**src/rtl/noc_harness_pkg.sv**
```systemverilog
// Shared harness types and helpers for the link receive path.
// Contains the pointer-width helper and the status record that the bench monitor packs.
package noc_harness_pkg;

    localparam int STATUS_OCC_W = 8;

    typedef struct packed {
        logic                    overflow_err;
        logic [STATUS_OCC_W-1:0] occupancy;
    } rx_status_t;

    // Pointer width for a DEPTH-entry array; never narrower than one bit.
    function automatic int ptr_w(input int depth);
        return (depth <= 2) ? 1 : $clog2(depth);
    endfunction

endpackage

```
**src/rtl/link_rx_storage.sv**
```systemverilog
// DEPTH x WIDTH register array: one write port, one asynchronous read port.
// The data is deliberately not reset; validity is tracked by the owner's occupancy.
module link_rx_storage #(
    parameter int WIDTH = 32,
    parameter int DEPTH = 8,
    parameter int AW    = 3
) (
    input  logic             clk,
    input  logic             we,
    input  logic [AW-1:0]    waddr,
    input  logic [WIDTH-1:0] wdata,
    input  logic [AW-1:0]    raddr,
    output logic [WIDTH-1:0] rdata
);

    logic [WIDTH-1:0] mem_q [DEPTH];

    always_ff @(posedge clk) begin
        if (we) mem_q[waddr] <= wdata;
    end

    assign rdata = mem_q[raddr];

endmodule

```
**src/rtl/link_rx_buffer.sv**
```systemverilog
// Credit-returning receive FIFO at the far end of a fixed-latency, no-backpressure link.
// Define LINK_RX_BYPASS_EN for a same-cycle fall-through path while the buffer is empty.
module link_rx_buffer
    import noc_harness_pkg::*;
#(
    parameter int WIDTH = 32,
    parameter int DEPTH = 8
) (
    input  logic                       clk,
    input  logic                       rst,
    input  logic                       in_valid,
    input  logic [WIDTH-1:0]           in_data,
    output logic                       out_valid,
    output logic [WIDTH-1:0]           out_data,
    input  logic                       out_ready,
    output logic                       credit_out,
    output logic [$clog2(DEPTH+1)-1:0] occupancy,
    output logic                       overflow_err
);

    localparam int PW = ptr_w(DEPTH);
    localparam int OW = $clog2(DEPTH + 1);
    localparam logic [PW-1:0] LAST_PTR = PW'(DEPTH - 1);
    localparam logic [OW-1:0] FULL_OCC = OW'(DEPTH);

    logic [PW-1:0]    rd_ptr_q, rd_ptr_d, wr_ptr_q, wr_ptr_d;
    logic [OW-1:0]    occ_q, occ_d;
    logic             credit_q, credit_d;
    logic             ovf_q, ovf_d;
    logic             empty, full, bypass, pop, push, wr_en, rd_en;
    logic [WIDTH-1:0] rdata;

    // Explicit wrap so non-power-of-two depths never index past the array.
    function automatic logic [PW-1:0] ptr_inc(input logic [PW-1:0] p);
        return (p == LAST_PTR) ? '0 : p + PW'(1);
    endfunction

    always_comb begin
        empty = (occ_q == '0);
        full  = (occ_q == FULL_OCC);
`ifdef LINK_RX_BYPASS_EN
        bypass    = empty && in_valid;
        out_valid = !empty || in_valid;
        out_data  = empty ? in_data : rdata;
`else
        bypass    = 1'b0;
        out_valid = !empty;
        out_data  = rdata;
`endif
        pop  = out_valid && out_ready;
        push = in_valid && (!full || pop);
        // A bypassed flit that is consumed immediately never touches the array.
        wr_en = push && !(bypass && pop);
        rd_en = pop && !bypass;

        rd_ptr_d = rd_en ? ptr_inc(rd_ptr_q) : rd_ptr_q;
        wr_ptr_d = wr_en ? ptr_inc(wr_ptr_q) : wr_ptr_q;
        case ({wr_en, rd_en})
            2'b10:   occ_d = occ_q + OW'(1);
            2'b01:   occ_d = occ_q - OW'(1);
            default: occ_d = occ_q;
        endcase
        credit_d = pop;
        ovf_d    = ovf_q || (in_valid && !push);
    end

    always_ff @(posedge clk) begin
        if (rst) begin
            rd_ptr_q <= '0;
            wr_ptr_q <= '0;
            occ_q    <= '0;
            credit_q <= 1'b0;
            ovf_q    <= 1'b0;
        end else begin
            rd_ptr_q <= rd_ptr_d;
            wr_ptr_q <= wr_ptr_d;
            occ_q    <= occ_d;
            credit_q <= credit_d;
            ovf_q    <= ovf_d;
        end
    end

    link_rx_storage #(
        .WIDTH (WIDTH),
        .DEPTH (DEPTH),
        .AW    (PW)
    ) u_storage (
        .clk   (clk),
        .we    (wr_en),
        .waddr (wr_ptr_q),
        .wdata (in_data),
        .raddr (rd_ptr_q),
        .rdata (rdata)
    );

    assign occupancy    = occ_q;
    assign credit_out   = credit_q;
    assign overflow_err = ovf_q;

endmodule

```
**config.mk**
```make
export PLATFORM = sky130hd
export DESIGN_NAME = link_rx_buffer
export DESIGN_NICKNAME = d
export VERILOG_FILES = /design/src/rtl/noc_harness_pkg.sv /design/src/rtl/link_rx_storage.sv /design/src/rtl/link_rx_buffer.sv
export SDC_FILE = /design/constraint.sdc
export NUM_CORES = 1
export LEC_CHECK = 0
export BUFFER_PORTS_ARGS = -buffer_cell sky130_fd_sc_hd__buf_2
export CORE_MARGIN = 4
export CORE_UTILIZATION = 30
export CTS_CLUSTER_DIAMETER = 150
export DETAILED_ROUTE_END_ITERATION = 8
export SYNTH_ARGS = -nofsm -noshare
export SYNTH_HDL_FRONTEND = slang
export SYNTH_SLANG_ARGS = --single-unit
```
**constraint.sdc**
```tcl
create_clock -name clk -period 9.25 [get_ports clk]
set_input_delay 1.85 -clock clk [delete_from_list [all_inputs] [get_ports clk]]
set_output_delay 1.85 -clock clk [all_outputs]
set_load 0.005 [all_outputs]
```
==> results of run 1 <==
cell families after synthesis:
group	synth area share, %
muxes	19.1
buffers and inverters	1.32
xor gates and xnor gates	0.250
AOI/OAI and AO/OA	0.773
and+or+nand+nor	1.82
adders and majority gates	0.833
DFF	75.9
final timing paths:
| kind | start | end | slack (ns) | depth (start not counted) |
|---|---|---|---|---|
| min reg2reg | overflow_err$_SDFF_PP0_ | overflow_err$_SDFF_PP0_ | 0.48 | 2 |
| max | flop | out_data[27] | 4.43 | 4 |
| max reg2reg | occupancy[1]$_SDFFE_PP0P_ | occupancy[3]$_SDFFE_PP0P_ | 6.38 | 8 |
| min | overflow_err$_SDFF_PP0_ | overflow_err$_SDFF_PP0_ | 0.48 | 2 |
per-stage QoR:
step / total power [mW] / utilization, % / instances / worst slack, ns / hold WS [ns]
3_5_place_dp: 2.05 / 33.3 / 975 / 4.92 / 0.460
4_1_cts: 3.10 / 35.8 / 1026 / 4.34 / 0.475
3_3_place_gp: 2.02 / 33.3 / 975 / 4.92 / 0.451
5_1_grt: 3.20 / 35.8 / 1026 / 4.22 / 0.511
6_report: 3.05 / 35.8 / 1026 / 4.43 / 0.477
2_1_floorplan: 1.87 / - / 451 / 3.55 / 0.450
final cells by class:
class	instances	area [um^2]
Fill cell	3199	22200
Sequential cell	271	7990
Multi-Input combinational cell	159	2440
Clock buffer	42	795
Tap cell	455	569
Timing Repair Buffer	89	483
Clock inverter	9	68.8
Inverter	1	3.75
Yosys cell counts:
master / number / area [um^2]
inv_1: 1 / 3.75
nor3_1: 5 / 25.0
o21ai_0: 1 / 5.00
or3b_2: 1 / 8.76
o41ai_1: 1 / 8.76
clkbuf_1: 5 / 18.8
or4_4: 1 / 11.3
nor4_1: 1 / 6.26
edfxtp_1: 256 / 7690
mux2_2: 34 / 383
nor2b_1: 1 / 6.26
xor2_1: 3 / 26.3
a41oi_1: 1 / 8.76
o211ai_1: 1 / 7.51
nand4b_1: 1 / 8.76
buf_1: 2 / 7.51
buf_2: 6 / 30.0
dfxtp_1: 15 / 300
or3_4: 1 / 11.3
or3_1: 3 / 18.8
nor4b_1: 1 / 8.76
ha_1: 7 / 87.6
nor2_1: 11 / 41.3
nand2b_1: 3 / 18.8
nand2_1: 7 / 26.3
mux4_2: 24 / 541
a21oi_1: 7 / 35.0
buf_6: 7 / 78.8
mux2i_1: 3 / 30.0
o21ai_4: 1 / 16.3
mux4_1: 40 / 1050
layer usage:
layer,wire (um),global-route usage [%],share of wire (%),vias up
met1,9040,14.1,42,2523
met2,11000,19.5,51,102
met4,463,3.08,2.2,4
met3,969,2.33,4.5,37
met5,14,0,0.065,-
li1,-,-,-,2133
sequential cells by signal (all words and copies together) (netlist names), named ones only:
signal,count
occupancy,4
wr_ptr_q,3
credit_out,1
overflow_err,1
rd_ptr_q,3
u_storage.mem_q,256
worst max-delay path: cells and delay by family (launching register included):
family	cells	cell delay, ns
mux	2	0.90
buf+inv	2	0.75
flops	1	0.73
power breakdown:
part           internal, mW  switching (mW)  total (mW)
sequential             1.40          0.0591        1.46
clock                 0.618           0.430        1.05
combinational         0.305           0.238       0.543
==> flow_summary.yaml, run 1 <==
cts:
  cts_setup_buffers: 0
  clk_pin_slew_ns: 0.06
  numCtsBuffers: 28
  clkLatencyLatePin_ns: 0.54
  cts_resized: 0
  cts_tree: "done"
  htreeDepth: 1
  cts_buffer_depth: 3
  cts-root-buf: "clkbuf_16"
  hold_buffers: 0
  numClockSinks: 271
sta:
  layout_worst_path_cycle_share_pct: 52.1
  finalClockSkew_ns: 0.0105
  rsz0062_at_grt: "no"
  fmax_ghz: 0.207
  min_period_ns: 4.82
  finalHoldViolations: 0
  tns_ns: 0
  drv_slew: 0
  setup_viol: 0
  tightestPinTransition_ns: 1.04
  slew_headroom_pct: 30.4
global_route:
  grt.total_usage_pct: 11.1
  grt_pass1_vias: 5159
  grt_max_degree: 65
  grt_antenna_before_repair: 2
  gr-total-overflow: 0
  grt_pass1_wl_um: 32200
final_layout:
  fin_nets: 593
  finalInstanceArea_mm2: 0.0124
  layout_commonest_cell: "edfxtp_1"
  insertedDiodeCount: 0
  syn2layout_area_growth_pct: 17.5
  drive_above_1_share_pct: 34.7
  layout_common_cells: "edfxtp_1, buf_2, mux4_1, mux2_2, clkbuf_16"
place:
  placed_cell_area_mm2: 0.0115
  portBuffers: 74
  hpwl_um: 12500
  place_congestion: 0.637
critical_path:
  start_kind: "flop"
  crit_chain: "buf_4, mux4_1, mux2_2, buf_2"
  required_ns: 7.40
  cp.arrival_ns: 2.97
  crit_slowest_cell: "dfxtp_4"
  max_stage_delay_ns: 0.73
  end_kind: "primary output"
  worstSetupPathType: "reg -> out"
  crit_fanout: 33
floorplanning:
  die-area_mm2: 0.0381
  core_area_mm2: 0.0345
  rows: 68
  io-pin-count: 75
  die_h_um: 195
  fp.dieW_um: 195
  initial_utilization_pct: 30.4
synthesis:
  synthCells: 451
  ys_warn_count: 0
  syn_nets: 494
  syn_area_per_cell_um2: 23.3
  synth_seq_area_share_pct: 75.9
  synth.distinct_cells: 31
  synthesis.area_mm2: 0.0105
  synth-seq-cells: 271
power_and_ir_drop:
  power_density_mw_per_mm2: 247
  peakVddDrop_mv: 0.118
  p_leak_nw: 4.04
route:
  post_drt_wl_per_cell_um: 20.9
  routed_wl_um: 21500
  drc: 0
  drt_iter0_drc: 232
  drtPass1Iterations: 5
  vias: 4799
  final_antenna_net_count: 0
  viasPerCell: 4.68
hold_path:
  hold_class: "reg -> reg"
run_status:
  status: "completed"
job:
  drv_cap: 0
No activity file was read; power rests on OpenSTA's default activity.
==> run 2, diff against run 1 <==
Clock period 9.25 ns to 4 ns, I/O delays scaled along.
==> flow_summary.yaml, run 2 (synthesized netlist as in run 1, its figures left out) <==
hold_path:
  holdCritStartpoint: "rd_ptr_q[1]$_SDFFE_PP0P_"
  worst_hold_path.num_cells: 2
  hold_class: "reg -> reg"
critical_path:
  cp.arrival_ns: 2.66
  reg2regPathDepth: 10
  start_kind: "flop"
  crit_fanout: 31
  worstSetupPathType: "reg -> out"
  required_ns: 3.20
  rr_startpoint: "occupancy[1]$_SDFFE_PP0P_"
  end_kind: "primary output"
sta:
  min_period_ns: 3.46
  setup_viol: 0
  holdWs_ns: 0.478
  finalClockSkew_ns: 0.0150
  fmax_ghz: 0.289
  tns_ns: 0
  setup_ws_ns: 0.535
  drv_slew: 0
  finalHoldViolations: 0
  layout_worst_path_cycle_share_pct: 86.6
  tightestPinTransition_ns: 0.938
  rsz0062_at_grt: "no"
  slew_headroom_pct: 37.5
final_layout:
  layout_commonest_cell: "edfxtp_1"
  fin_nets: 595
  largest_reg_flops: 256
  layout_common_cells: "edfxtp_1, buf_2, mux4_1, mux2_2, clkbuf_16"
  top_register: "u_storage.mem_q"
  stdcell_count: 1024
  ff_latch_area_mm2: 0.00800
  drive_above_1_share_pct: 35.0
  syn2layout_area_growth_pct: 17.2
  fillers: 3213
  multi_input_area_mm2: 0.00245
  finalInstanceArea_mm2: 0.0123
  fin_util_pct: 35.7
  insertedDiodeCount: 0
place:
  placed_cell_area_mm2: 0.0115
  portBuffers: 74
  post-place-ws_ns: 1.01
  hpwl_um: 12700
  dp_cells: 978
  place_congestion: 0.693
cts:
  clk_pin_slew_ns: 0.06
  cts_tree: "done"
  hold_buffers: 0
  cts-root-buf: "clkbuf_16"
  cts_resized: 0
  cts_setup_buffers: 0
  clkLatencyLatePin_ns: 0.52
  htreeDepth: 1
  numCtsBuffers: 27
  numClockSinks: 271
  cts_buffer_depth: 3
run_status:
  status: "completed"
power_and_ir_drop:
  finalPower_mw: 6.91
  power_density_mw_per_mm2: 560
  p_leak_nw: 4.02
  peakVddDrop_mv: 0.261
route:
  vias: 4713
  viasPerCell: 4.60
  drtPass1Iterations: 4
  final_antenna_net_count: 0
  routed_wl_um: 21400
  post_drt_wl_per_cell_um: 20.9
  drc: 0
  drt_iter0_drc: 253
global_route:
  gr-total-overflow: 0
  grt.total_usage_pct: 11.1
  grt_pass1_wl_um: 32300
  grt_antenna_before_repair: 3
  grt_pass1_vias: 5223
  grt_max_degree: 65
floorplanning:
  io-pin-count: 75
  die-area_mm2: 0.0381
  core_area_mm2: 0.0345
  die_h_um: 195
  initial_utilization_pct: 30.4
  fp.dieW_um: 195
  rows: 68
job:
  drv_cap: 0
-- run 2: worst paths after layout --
kind	slack (ns)	to
worst min register to register	0.48	flop
worst max register to register	1.25	occupancy[2]$_SDFFE_PP0P_
worst min-delay path	0.48	flop
worst max-delay path	0.54	out_data[21]
-- run 2: critical path, stage by stage (launching register included) --
cell and delay [ns]:
dfxtp_4 0.72, buf_4 0.38, mux4_1 0.61, mux2_2 0.29
buf_2 0.13
-- run 2: routing by layer --
metal | global-route usage (%) | wire [um]
met1 | 14.0 | 9050
met2 | 19.5 | 10900
met3 | 2.71 | 1090
met4 | 2.28 | 334
met5 | 0 | 46
-- run 2: area by class of cell --
class	count	share of cell area [%]
Tap cell	455	4.62
Inverter	1	0.0304
Clock inverter	12	0.659
Clock buffer	34	5.69
Sequential cell	271	64.8
Multi-Input combinational cell	159	19.9
Timing Repair Buffer	92	4.30
-- run 2: where the power goes --
group          leakage, nW  switching [mW]  internal (mW)  total (mW)
clock network        0.383           0.964           1.29        2.26
registers             2.45           0.182           3.24        3.42
logic                 1.19           0.509          0.718        1.23
==> run 3, diff against run 2 <==
Settings changed: HOLD_SLACK_MARGIN set to 0.02, PLACE_DENSITY set to 0.57.
==> flow_summary.yaml, run 3 (synthesized netlist as in run 1, its figures left out) <==
run_status:
  status: "completed"
cts:
  cts_setup_buffers: 0
  numClockSinks: 271
  cts_buffer_depth: 3
  cts_resized: 0
  numCtsBuffers: 30
  clkLatencyLatePin_ns: 0.54
  clk_pin_slew_ns: 0.06
  cts_tree: "done"
  hold_buffers: 0
  htreeDepth: 1
  cts-root-buf: "clkbuf_16"
power_and_ir_drop:
  seqPwrFrac_pct: 46.4
  p_comb_share_pct: 16.8
  power_density_mw_per_mm2: 587
  netSwitchingFraction_pct: 23.6
  p_leak_nw: 4.10
  p_int_mw: 5.62
  finalPower_mw: 7.35
  p_switching_mw: 1.74
  peakVddDrop_mv: 0.392
  p_clk_share_pct: 36.7
critical_path:
  start_kind: "flop"
  cp.arrival_ns: 2.64
  ff2ff_setup_slack_ns: 1.21
  r2r_end: "occupancy[3]$_SDFFE_PP0P_"
  crit_fanout: 40
  worstSetupPathType: "reg -> out"
  rr_startpoint: "occupancy[1]$_SDFFE_PP0P_"
  end_kind: "primary output"
  reg2regPathDepth: 8
  crit_path_end: "out_data[3]"
  required_ns: 3.20
final_layout:
  largest_reg_flops: 256
  layout_common_cells: "edfxtp_1, buf_2, mux4_1, mux2_2, clkbuf_16"
  drive_above_1_share_pct: 35.5
  layout_commonest_cell: "edfxtp_1"
  fin_nets: 596
  fillers: 3216
  syn2layout_area_growth_pct: 19.1
  top_register: "u_storage.mem_q"
  insertedDiodeCount: 0
job:
  drv_cap: 0
global_route:
  grt_antenna_before_repair: 2
  grt_pass1_vias: 5242
  grt.total_usage_pct: 11.2
  gr-total-overflow: 0
  grt_max_degree: 65
  grt_pass1_wl_um: 32600
sta:
  tns_ns: 0
  layout_worst_path_cycle_share_pct: 85.9
  finalHoldViolations: 0
  setup_ws_ns: 0.562
  min_period_ns: 3.44
  rsz0062_at_grt: "no"
  fmax_ghz: 0.291
  drv_slew: 0
  setup_viol: 0
  tightestPinTransition_ns: 0.946
  finalClockSkew_ns: 0.0110
  slew_headroom_pct: 36.9
  holdWs_ns: 0.471
floorplanning:
  core_area_mm2: 0.0345
  die-area_mm2: 0.0381
  initial_utilization_pct: 30.4
  fp.dieW_um: 195
  rows: 68
  io-pin-count: 75
  die_h_um: 195
route:
  post_drt_wl_per_cell_um: 21.1
  final_antenna_net_count: 0
  drt_iter0_drc: 300
  viasPerCell: 4.69
  drc: 0
  vias: 4829
  drtPass1Iterations: 4
  routed_wl_um: 21700
place:
  place_congestion: 0.663
  post-place-ws_ns: 1.03
  portBuffers: 74
  hpwl_um: 12400
hold_path:
  hold_class: "reg -> reg"
[run 3: changes by cell type in the layout (fill, tap and decap cells not counted), moves of 3 or more]
cell / before / now
clkinv_1: 5 / 9
clkbuf_1: 7 / 3
clkinv_2: 5 / 2
buf_4: 16 / 13
bufinv_16: 1 / 4
clkbuf_16: 27 / 31
[run 3: worst min-delay path by stage]
stage | startpoint | end | slack (ns) | depth (start not counted)
after floorplan | rd_ptr_q[1]$_SDFFE_PP0P_ | flop | 0.45 | 2
after global placement | rd_ptr_q[1]$_SDFFE_PP0P_ | flop | 0.45 | 2
after detailed placement | overflow_err$_SDFF_PP0_ | overflow_err$_SDFF_PP0_ | 0.46 | 2
after CTS | overflow_err$_SDFF_PP0_ | overflow_err$_SDFF_PP0_ | 0.48 | 2
after global routing | rd_ptr_q[1]$_SDFFE_PP0P_ | flop | 0.51 | 2
final | overflow_err$_SDFF_PP0_ | overflow_err$_SDFF_PP0_ | 0.47 | 2
[run 3: area by class of cell]
class | instances | area, um^2 | area share (%)
inverter | 1 | 3.75 | 0.0300
timing repair buffer | 90 | 528 | 4.21
clock buffer | 34 | 787 | 6.28
sequential | 271 | 8000 | 63.8
tap | 455 | 569 | 4.54
multi-input combinational | 159 | 2450 | 19.5
clock inverter | 19 | 196 | 1.57
[run 3: stage by stage]
step | instances | util (%) | area [um^2]
3_3_place_gp | 976 | 33.4 | 11500
3_5_place_dp | 976 | 33.4 | 11500
2_1_floorplan | 451 | - | 10500
4_1_cts | 1029 | 36.3 | 12500
6_report | 1029 | 36.3 | 12500
5_1_grt | 1029 | 36.3 | 12500
[run 3: worst max-delay path, cell delays in order, from the launching register on]
cell     delay [ns]
dfxtp_4        0.66
buf_12         0.36
mux4_1         0.61
mux2_2         0.30
buf_2          0.13
[run 3: metal layers]
layer	GRT usage, %	wire, um	part of all wire [%]
met5	0	8	0.037
met4	2.53	370	1.7
met3	2.55	980	4.5
met2	20.0	11200	52
met1	13.8	9120	42
[run 3: power groups by stage]
stage	combinational [mW]	sequential, mW	clock, mW
floorplan	0.975	3.35	0
global route	1.36	3.44	2.90
detailed placement	1.27	3.48	0
finish	1.24	3.41	2.70
global placement	1.25	3.47	0
CTS	1.28	3.42	2.79
